**config.mk**
```make
export PLATFORM = sky130hd
export DESIGN_NAME = pipeline_ctrl
export DESIGN_NICKNAME = d
export VERILOG_FILES = /design/src/rtl/pipeline_ctrl.sv
export SDC_FILE = /design/constraint.sdc
export NUM_CORES = 1
export LEC_CHECK = 0
export CAP_MARGIN = 20
export CORE_MARGIN = 1.5
export CORE_UTILIZATION = 30
export CTS_CLUSTER_DIAMETER = 40
export DETAILED_ROUTE_END_ITERATION = 12
export REMOVE_ABC_BUFFERS = 1
export SYNTH_ARGS = -nofsm -noshare
export SYNTH_HDL_FRONTEND = slang
export SYNTH_SLANG_ARGS = --single-unit
```
**constraint.sdc**
```tcl
create_clock -name clk -period 3.28 [get_ports clk]
set_input_delay 0.328 -clock clk [delete_from_list [all_inputs] [get_ports clk]]
set_output_delay 0.328 -clock clk [all_outputs]
set_load 0.02 [all_outputs]
```
**src/rtl/pipeline_ctrl.sv**
```systemverilog
`default_nettype none
// ============================================================================
//  Module      : pipeline_ctrl
//  Description : Stall/flush/redirect controller for the 6-stage pipeline
//                (PC, IF, ID, EX, MEM, WB). Merges per-stage stall requests
//                into a shared hold vector, arbitrates exception/ertn/branch
//                redirects, holds a redirect while the ICache is busy, and
//                counts front-end stall cycles.
//  Revision    : 1.0 - initial release
// ============================================================================
module pipeline_ctrl #(
  parameter int CNT_W = 32
) (
  input  logic             clk,
  input  logic             rst,
  input  logic             pause_if_i,
  input  logic             pause_id_i,
  input  logic             pause_ex_i,
  input  logic             pause_mem_i,
  input  logic             icache_busy_i,
  input  logic             branch_flush_i,
  input  logic [31:0]      branch_target_i,
  input  logic             excp_i,
  input  logic [31:0]      excp_entry_i,
  input  logic             ertn_i,
  input  logic [31:0]      era_i,
  output logic [5:0]       pause_o,
  output logic             branch_flush_o,
  output logic             excp_flush_o,
  output logic             redirect_valid_o,
  output logic [31:0]      redirect_pc_o,
  output logic [CNT_W-1:0] stall_cnt_o
);

  // Redirect FSM: IDLE issues redirects directly, PEND waits for the ICache.
  typedef enum logic [0:0] {
    ST_IDLE = 1'b0,
    ST_PEND = 1'b1
  } state_t;

  localparam logic [CNT_W-1:0] C_CNT_ONE = {{(CNT_W-1){1'b0}}, 1'b1};

  state_t             state_q, state_d;
  logic [31:0]        pend_pc_q, pend_pc_d;
  logic [CNT_W-1:0]   cnt_q, cnt_d;

  logic [5:0]         w_req_full;
  logic [5:0]         w_req_exmem;
  logic               w_excp_ev;
  logic               w_fresh_br;
  logic               w_br_flush;
  logic               w_new_ev;
  logic [31:0]        w_target;
  logic [5:0]         w_pause;
  logic               w_rv;
  logic [31:0]        w_rpc;

  // Stall merge, flush arbitration, target selection and redirect issue.
  always_comb begin
    // A request from stage k holds stages 0..k; WB is never held.
    w_req_exmem    = 6'b000000;
    w_req_exmem[4] = pause_mem_i;
    w_req_exmem[3] = pause_mem_i | pause_ex_i;
    w_req_exmem[2] = pause_mem_i | pause_ex_i;
    w_req_exmem[1] = pause_mem_i | pause_ex_i;
    w_req_exmem[0] = pause_mem_i | pause_ex_i;

    w_req_full     = w_req_exmem;
    w_req_full[2]  = w_req_exmem[2] | pause_id_i;
    w_req_full[1]  = w_req_exmem[1] | pause_id_i | pause_if_i;
    w_req_full[0]  = w_req_exmem[0] | pause_id_i | pause_if_i;

    // Exceptions/ertn commit from MEM, so they wait while MEM is stalled.
    w_excp_ev  = (excp_i | ertn_i) & ~pause_mem_i;

    // pause[3] only depends on ex/mem requests, so there is no loop through
    // the "branch flush ignores if/id stalls" rule. Gating on EX being held
    // makes a branch held under a MEM stall fire exactly once.
    w_fresh_br = branch_flush_i & ~w_req_full[3] & ~w_excp_ev;

    // While a redirect is pending, keep killing wrong-path fetches.
    w_br_flush = ~w_excp_ev & (w_fresh_br | (state_q == ST_PEND));
    w_new_ev   = w_excp_ev | w_fresh_br;

    if (excp_i) begin
      w_target = excp_entry_i;
    end else if (ertn_i) begin
      w_target = era_i;
    end else begin
      w_target = branch_target_i;
    end

    if (w_excp_ev) begin
      w_pause = 6'b000000;
    end else if (w_br_flush) begin
      w_pause = w_req_exmem;
    end else begin
      w_pause = w_req_full;
    end

    state_d   = state_q;
    pend_pc_d = pend_pc_q;
    w_rv      = 1'b0;
    w_rpc     = 32'h0;

    if (w_new_ev) begin
      // A new event always supersedes whatever is pending.
      if (icache_busy_i) begin
        pend_pc_d = w_target;
        state_d   = ST_PEND;
      end else begin
        w_rv    = 1'b1;
        w_rpc   = w_target;
        state_d = ST_IDLE;
      end
    end else if (state_q == ST_PEND) begin
      if (!icache_busy_i) begin
        w_rv    = 1'b1;
        w_rpc   = pend_pc_q;
        state_d = ST_IDLE;
      end
    end

    // Front-end stall cycle counter, saturating at all-ones.
    if (w_pause[0] && !(&cnt_q)) begin
      cnt_d = cnt_q + C_CNT_ONE;
    end else begin
      cnt_d = cnt_q;
    end
  end

  // Combinational outputs are held at zero throughout reset.
  always_comb begin
    pause_o          = rst ? 6'b000000 : w_pause;
    branch_flush_o   = ~rst & w_br_flush;
    excp_flush_o     = ~rst & w_excp_ev;
    redirect_valid_o = ~rst & w_rv;
    redirect_pc_o    = rst ? 32'h0 : w_rpc;
  end

  // Redirect FSM state and pending target register.
  always_ff @(posedge clk) begin
    if (rst) begin
      state_q   <= ST_IDLE;
      pend_pc_q <= 32'h0;
    end else begin
      state_q   <= state_d;
      pend_pc_q <= pend_pc_d;
    end
  end

  // Stall-cycle counter register.
  always_ff @(posedge clk) begin
    if (rst) begin
      cnt_q <= '0;
    end else begin
      cnt_q <= cnt_d;
    end
  end

  assign stall_cnt_o = cnt_q;

  // Exception and ertn are mutually exclusive commits from MEM.
  a_excp_ertn_excl : assert property (@(posedge clk) disable iff (rst) !(excp_i && ertn_i));

endmodule
`default_nettype wire
```
* Yosys cells after proc, flatten, opt, wreduce, memory -nomap -nowiden
Index checks and enable logic that the tools add are counted.
** Operators by class
- Equality and inequality tests :: 0
- Muxes and demuxes :: 16
- Divide/modulo/power cells :: 0
- $lt $le $gt $ge :: 0
- Add/subtract/negate cells :: 1
- Multiply operators :: 0
- Reduce and logical (&&, ||, !) cells :: 4
- Shift-type cells :: 0
- Bitwise logic cells :: 17
** Operators by type and width (count)
- 32-bit 2-to-1 mux :: 7
- 32-bit by 1-bit adder with 32-bit output (second input constant) :: 1
- 32-bit AND reduction :: 1
- 1-bit bitwise AND :: 7
- 1-bit 2-to-1 mux :: 6
- 6-bit 2-to-1 mux :: 1
- 1-bit bitwise OR :: 6
- 5-bit 2-to-1 mux :: 1
- 1-bit inverter :: 4
- 3-bit 2-to-1 mux :: 1
- 2-bit AND reduction :: 1
- 1-bit logical AND :: 1
- 1-bit zero test :: 1
** Storage, ports and cells
- Input port bits :: 106
- Memories :: 0
- Memory bits (read-only) :: 0
- Output and inout bits :: 73
- Word-level logic and storage cells :: 41
- Bits in registers :: 65
- Latch bits :: 0
- Bits in writable memories :: 0

* Logic depth before layout (Yosys ltp)
- Depth after elaboration :: 9
- Mapped depth :: 9
- Mapped depth without buffers :: 5

* Worst setup path before layout
OpenSTA, ideal clock, no wires.
- Path kind :: input-to-output
- Start point :: input port ertn_i
- End point :: output port pause_o[1]
- Stages on the path :: 9
- Buffers on the path :: 5
- Required time :: 2.952 ns
- Arrival :: 2.113 ns
- Setup slack :: 0.839 ns
- Path through :: clkbuf_1 -> nor2_1 -> or2_2 -> buf_4 -> nand2_1 -> clkbuf_1 -> clkbuf_1 -> nor2_1 -> buf_4
** On the way
- Cells in the longest elaborated chain, start to end :: 9
** RTL lines
- from (decl) :: RTL line 25 : input logic ertn_i,
- 1-bit bitwise OR * :: RTL line 74 : w_excp_ev = (excp_i | ertn_i) & ~pause_mem_i;
- 1-bit bitwise AND * :: RTL line 74
- 1-bit inverter :: RTL line 79, 82
- 1-bit bitwise AND :: RTL line 79 : w_fresh_br = branch_flush_i & ~w_req_full[3] & ~w_excp_ev;
- 1-bit bitwise OR :: RTL line 82 : w_br_flush = ~w_excp_ev & (w_fresh_br | (state_q == ST_PEND));
- 1-bit bitwise AND :: RTL line 82
- 3-bit 2-to-1 mux :: RTL line 95 : end else if (w_br_flush) begin
- 5-bit 2-to-1 mux * :: RTL line 93 : if (w_excp_ev) begin
- 6-bit 2-to-1 mux * :: RTL line 134 : pause_o = rst ? 6'b000000 : w_pause;
- to (decl) :: RTL line 27 : output logic [5:0] pause_o,
Every way passes the cells marked *; elsewhere a longest branch is shown, timed or not.

* Final worst setup path
- Start point :: input port pause_ex_i
- End point :: output port redirect_pc_o[16]
** On the way
- Cells in the longest elaborated chain, start to end :: 7
** RTL lines
- from (decl) :: RTL line 18 : input logic pause_ex_i,
- 1-bit bitwise OR :: RTL line 63 : w_req_exmem[3] = pause_mem_i | pause_ex_i;
- 1-bit inverter :: RTL line 79
- 1-bit bitwise AND (2 in a row) :: RTL line 79
- 1-bit bitwise OR :: RTL line 83 : w_new_ev = w_excp_ev | w_fresh_br;
- 32-bit 2-to-1 mux :: RTL line 106 : if (w_new_ev) begin
- 32-bit 2-to-1 mux :: RTL line 138 : redirect_pc_o = rst ? 32'h0 : w_rpc;
- to (decl) :: RTL line 31 : output logic [31:0] redirect_pc_o,
Every way passes these cells.

==> flow_summary.yaml <==
status:
  status: "finished clean"
pwr:
  comb_power_share: 0.193
  peakVddDrop_mv: 0.247
  p_int_mw: 1.73
  seq_power_share: 0.360
  p_sw_frac: 0.250
  pwr-share-clk: 0.447
  leakagePower_nw: 2.18
  p_switching_uw: 575
  powerDensity_nw_per_um2: 367
yosys:
  synth_seq_cells: 65
  ys_warn_count: 0
  synth_flop_cell: "dfxtp_1"
  synthCells: 507
  seq_area_frac_synth: 0.323
  syn_area_um2: 4030
  avgSynthCellArea_um2: 7.95
  yosysUniqueCellTypes: 47
  synth-edff-count: 0
  synth-async-reset-ratio: 0
floorplanning:
  fp.dieW_um: 119
  pin_count: 179
  initial_core_util: 0.306
  die_area_um2: 14100
  coreArea_um2: 13200
  die_h_um: 119
  rows: 42
job:
  max_cap_violations: 0
sta:
  period_minus_slack_ns: 2.88
  setup_viol: 0
  max-slew-margin-rel: 0.576
  clock_skew_ns: 0.00671
  fin_tns_setup_ns: 0
  final_max_slew_viol_count: 0
  tightest_slew_ns: 0.631
  rsz0062_at_grt: "false"
  hold_slack_ns: 0.462
  period_share: 0.879
  hold_viol_final: 0
  fmax_ghz: 0.347
grt:
  grt_overflow: 0
  use_met2: 0.319
  grt_use_met1: 0.213
  antenna_found_initial: 1
  grt_max_degree: 65
  grt_pass1_vias: 4141
  gr-usage-met3: 0.0551
  grtUsageTotal: 0.182
  grt_first_pass_wirelength_um: 20800
  busiest_layer: "met2"
critical_path:
  crit_chain: "clkdlybuf4s50_1 -> nand2b_1 -> a21oi_4 -> nor3b_2 -> buf_4 -> a22oi_1 -> nor2_1 -> clkdlybuf4s50_1"
  crit_slowest_cell: "clkdlybuf4s50_1"
  reg2reg_depth: 6
  worst-path-buf-inv: 3
  worstPathRequired_ns: 2.95
  critPathLaunchType: "primary input"
  path_common_cell: "clkdlybuf4s50_1"
  worst_path_largest_cell_delay_ns: 0.65
  critPathArrivalTime_ns: 2.56
  critical_path.top_delay_family: "buffers and inverters"
  rr_startpoint: "stall_cnt_o[2]"
  critical_path_class: "in2out"
  rrSetupSlack_ns: 0.82
  crit_fanout: 23
  worstSetupEndpointType: "primary output"
  cp-startpoint: "pause_ex_i"
  timing.rr.end: "stall_cnt_o[29]"
final_layout:
  areaGrowthSynthToFinish_pct: 55.4
  final_area_um2: 6270
  final_cells: 842
  layout.nets: 769
  drive_gt1_frac: 0.0751
  antenna_cells: 0
  post-route-util: 0.475
placement:
  place_congestion: 0.782
  dp.cells: 827
  place_hpwl_um: 9690
  dpl_cell_area_um2: 5950
  port_buffers: 177
clock_tree:
  cts_tree: "yes"
  cts.path.max_buffers: 2
  h-tree-depth: 3
  cts_hold_buf: 0
  cts_setup_buffers: 0
  post_cts_resized: 0
  cts-root-buf: "clkbuf_16"
  clk_latency_ns: 0.33
  numCtsBuffers: 9
  path_clk_slew_ns: 0.05
  cts_sinks: 65
detailed_routing:
  drc: 0
  wl_um: 13000
  vias: 4493
  first_pass_iters: 5
  drtIter0Drc: 293
  avgRoutedWirePerCell_um: 15.5
  antenna_left: 0
  routed_via_density: 5.34
min_path:
  min_to: "pend_pc_q[27]"
  hold_start: "pend_pc_q[27]"
  min_path_type: "reg2reg"
  whs_path_depth: 1
==> final cells by class <==
type | count | area [um2]
inverter | 5 | 18.8
fill | 1316 | 6920
clock buffer | 12 | 246
multi-input combinational | 386 | 2480
clock inverter | 3 | 65.1
sequential | 65 | 1300
tap | 176 | 220
timing repair buffer | 195 | 1930
==> per-layer routing <==
layer | up-vias | part of all wire
met2 | 171 | 0.48
met3 | 11 | 0.079
met5 | - | 0.0011
met1 | 2076 | 0.43
met4 | 2 | 0.0086
li1 | 2233 | -
==> cell families after synthesis <==
| kind of cell | after synthesis | share of synthesized area |
|---|---|---|
| compound gates | 159 | 0.274 |
| mux | 36 | 0.0912 |
| buf+inv | 56 | 0.0683 |
| fa+ha+maj | 1 | 0.00310 |
| simple gates | 189 | 0.240 |
| flops | 65 | 0.323 |
| other cells | 1 | 0.000930 |
==> synth_stat cells, drive strengths merged, types with 3 or more instances <==
library cell / instances / area share
nor4: 5 / 0.0078
a21oi: 32 / 0.040
and3: 4 / 0.0065
mux2i: 33 / 0.082
and4: 4 / 0.0087
nand4: 10 / 0.017
dfxtp: 65 / 0.32
a22oi: 31 / 0.058
mux2: 3 / 0.0093
buf: 15 / 0.029
a32o: 31 / 0.077
o21ai: 38 / 0.047
nand3: 14 / 0.017
or3: 5 / 0.0078
or4: 23 / 0.045
o41ai: 3 / 0.0065
nor2: 55 / 0.051
nand2: 49 / 0.046
nor3: 5 / 0.0062
clkbuf: 35 / 0.033
inv: 5 / 0.0047
o31ai: 21 / 0.040
nor2b: 6 / 0.0093
==> registers in the layout (all words and copies together) (netlist names) <==
signal and cells:
state_q 1, stall_cnt_o 32, pend_pc_q 32
==> layout by cell type, fill, tap and decap left out, drive strengths merged <==
cell	count
o21ai	38
or4b	2
buf	20
o31ai	21
o211ai	1
a32o	31
clkdlybuf4s50	175
or3	5
nor3b	1
o41ai	3
dfxtp	65
nand3	14
and2	1
nand2	49
or4	23
a21o	1
clkbuf	12
mux2	3
ha	1
nor3	5
inv	5
nand4b	1
a22oi	31
conb	1
nor4	5
and3	4
clkinv	1
bufinv	2
nand2b	2
mux2i	33
nand4	10
or2	2
nor2	55
nor2b	6
and4	4
a21oi	32
a221oi	1
==> stage by stage <==
stage / total power, mW / setup slack, ns
floorplan: 1.02 / -1.75
global placement: 1.28 / 0.432
detailed placement: 1.29 / 0.406
CTS: 2.34 / 0.396
global route: 2.40 / 0.240
finish: 2.30 / 0.397
==> worst max-delay path by stage <==
stage / end / slack (ns) / cells past startpoint
2_1_floorplan: redirect_pc_o[0] / -1.75 / 5
3_3_place_gp: redirect_pc_o[4] / 0.43 / 8
3_5_place_dp: redirect_pc_o[4] / 0.41 / 8
4_1_cts: redirect_pc_o[4] / 0.40 / 8
5_1_grt: redirect_pc_o[17] / 0.24 / 8
6_report: redirect_pc_o[16] / 0.40 / 8
==> worst reg2reg max path: stages (launching register included) <==
cell and delay [ns]:
dfxtp_1 0.45, nand4_2 0.17, or4_4 0.62, nor4_2 0.31, buf_4 0.35, nor4_1 0.11
mux2_1 0.32
==> power groups by stage <==
stage | clock (mW) | sequential [mW] | combinational [mW]
after floorplan | 0 | 0.844 | 0.177
after global placement | 0 | 0.844 | 0.440
after detailed placement | 0 | 0.845 | 0.449
after CTS | 1.06 | 0.828 | 0.450
after global routing | 1.08 | 0.832 | 0.483
final | 1.03 | 0.828 | 0.444
(Power assumes the default switching activity.)
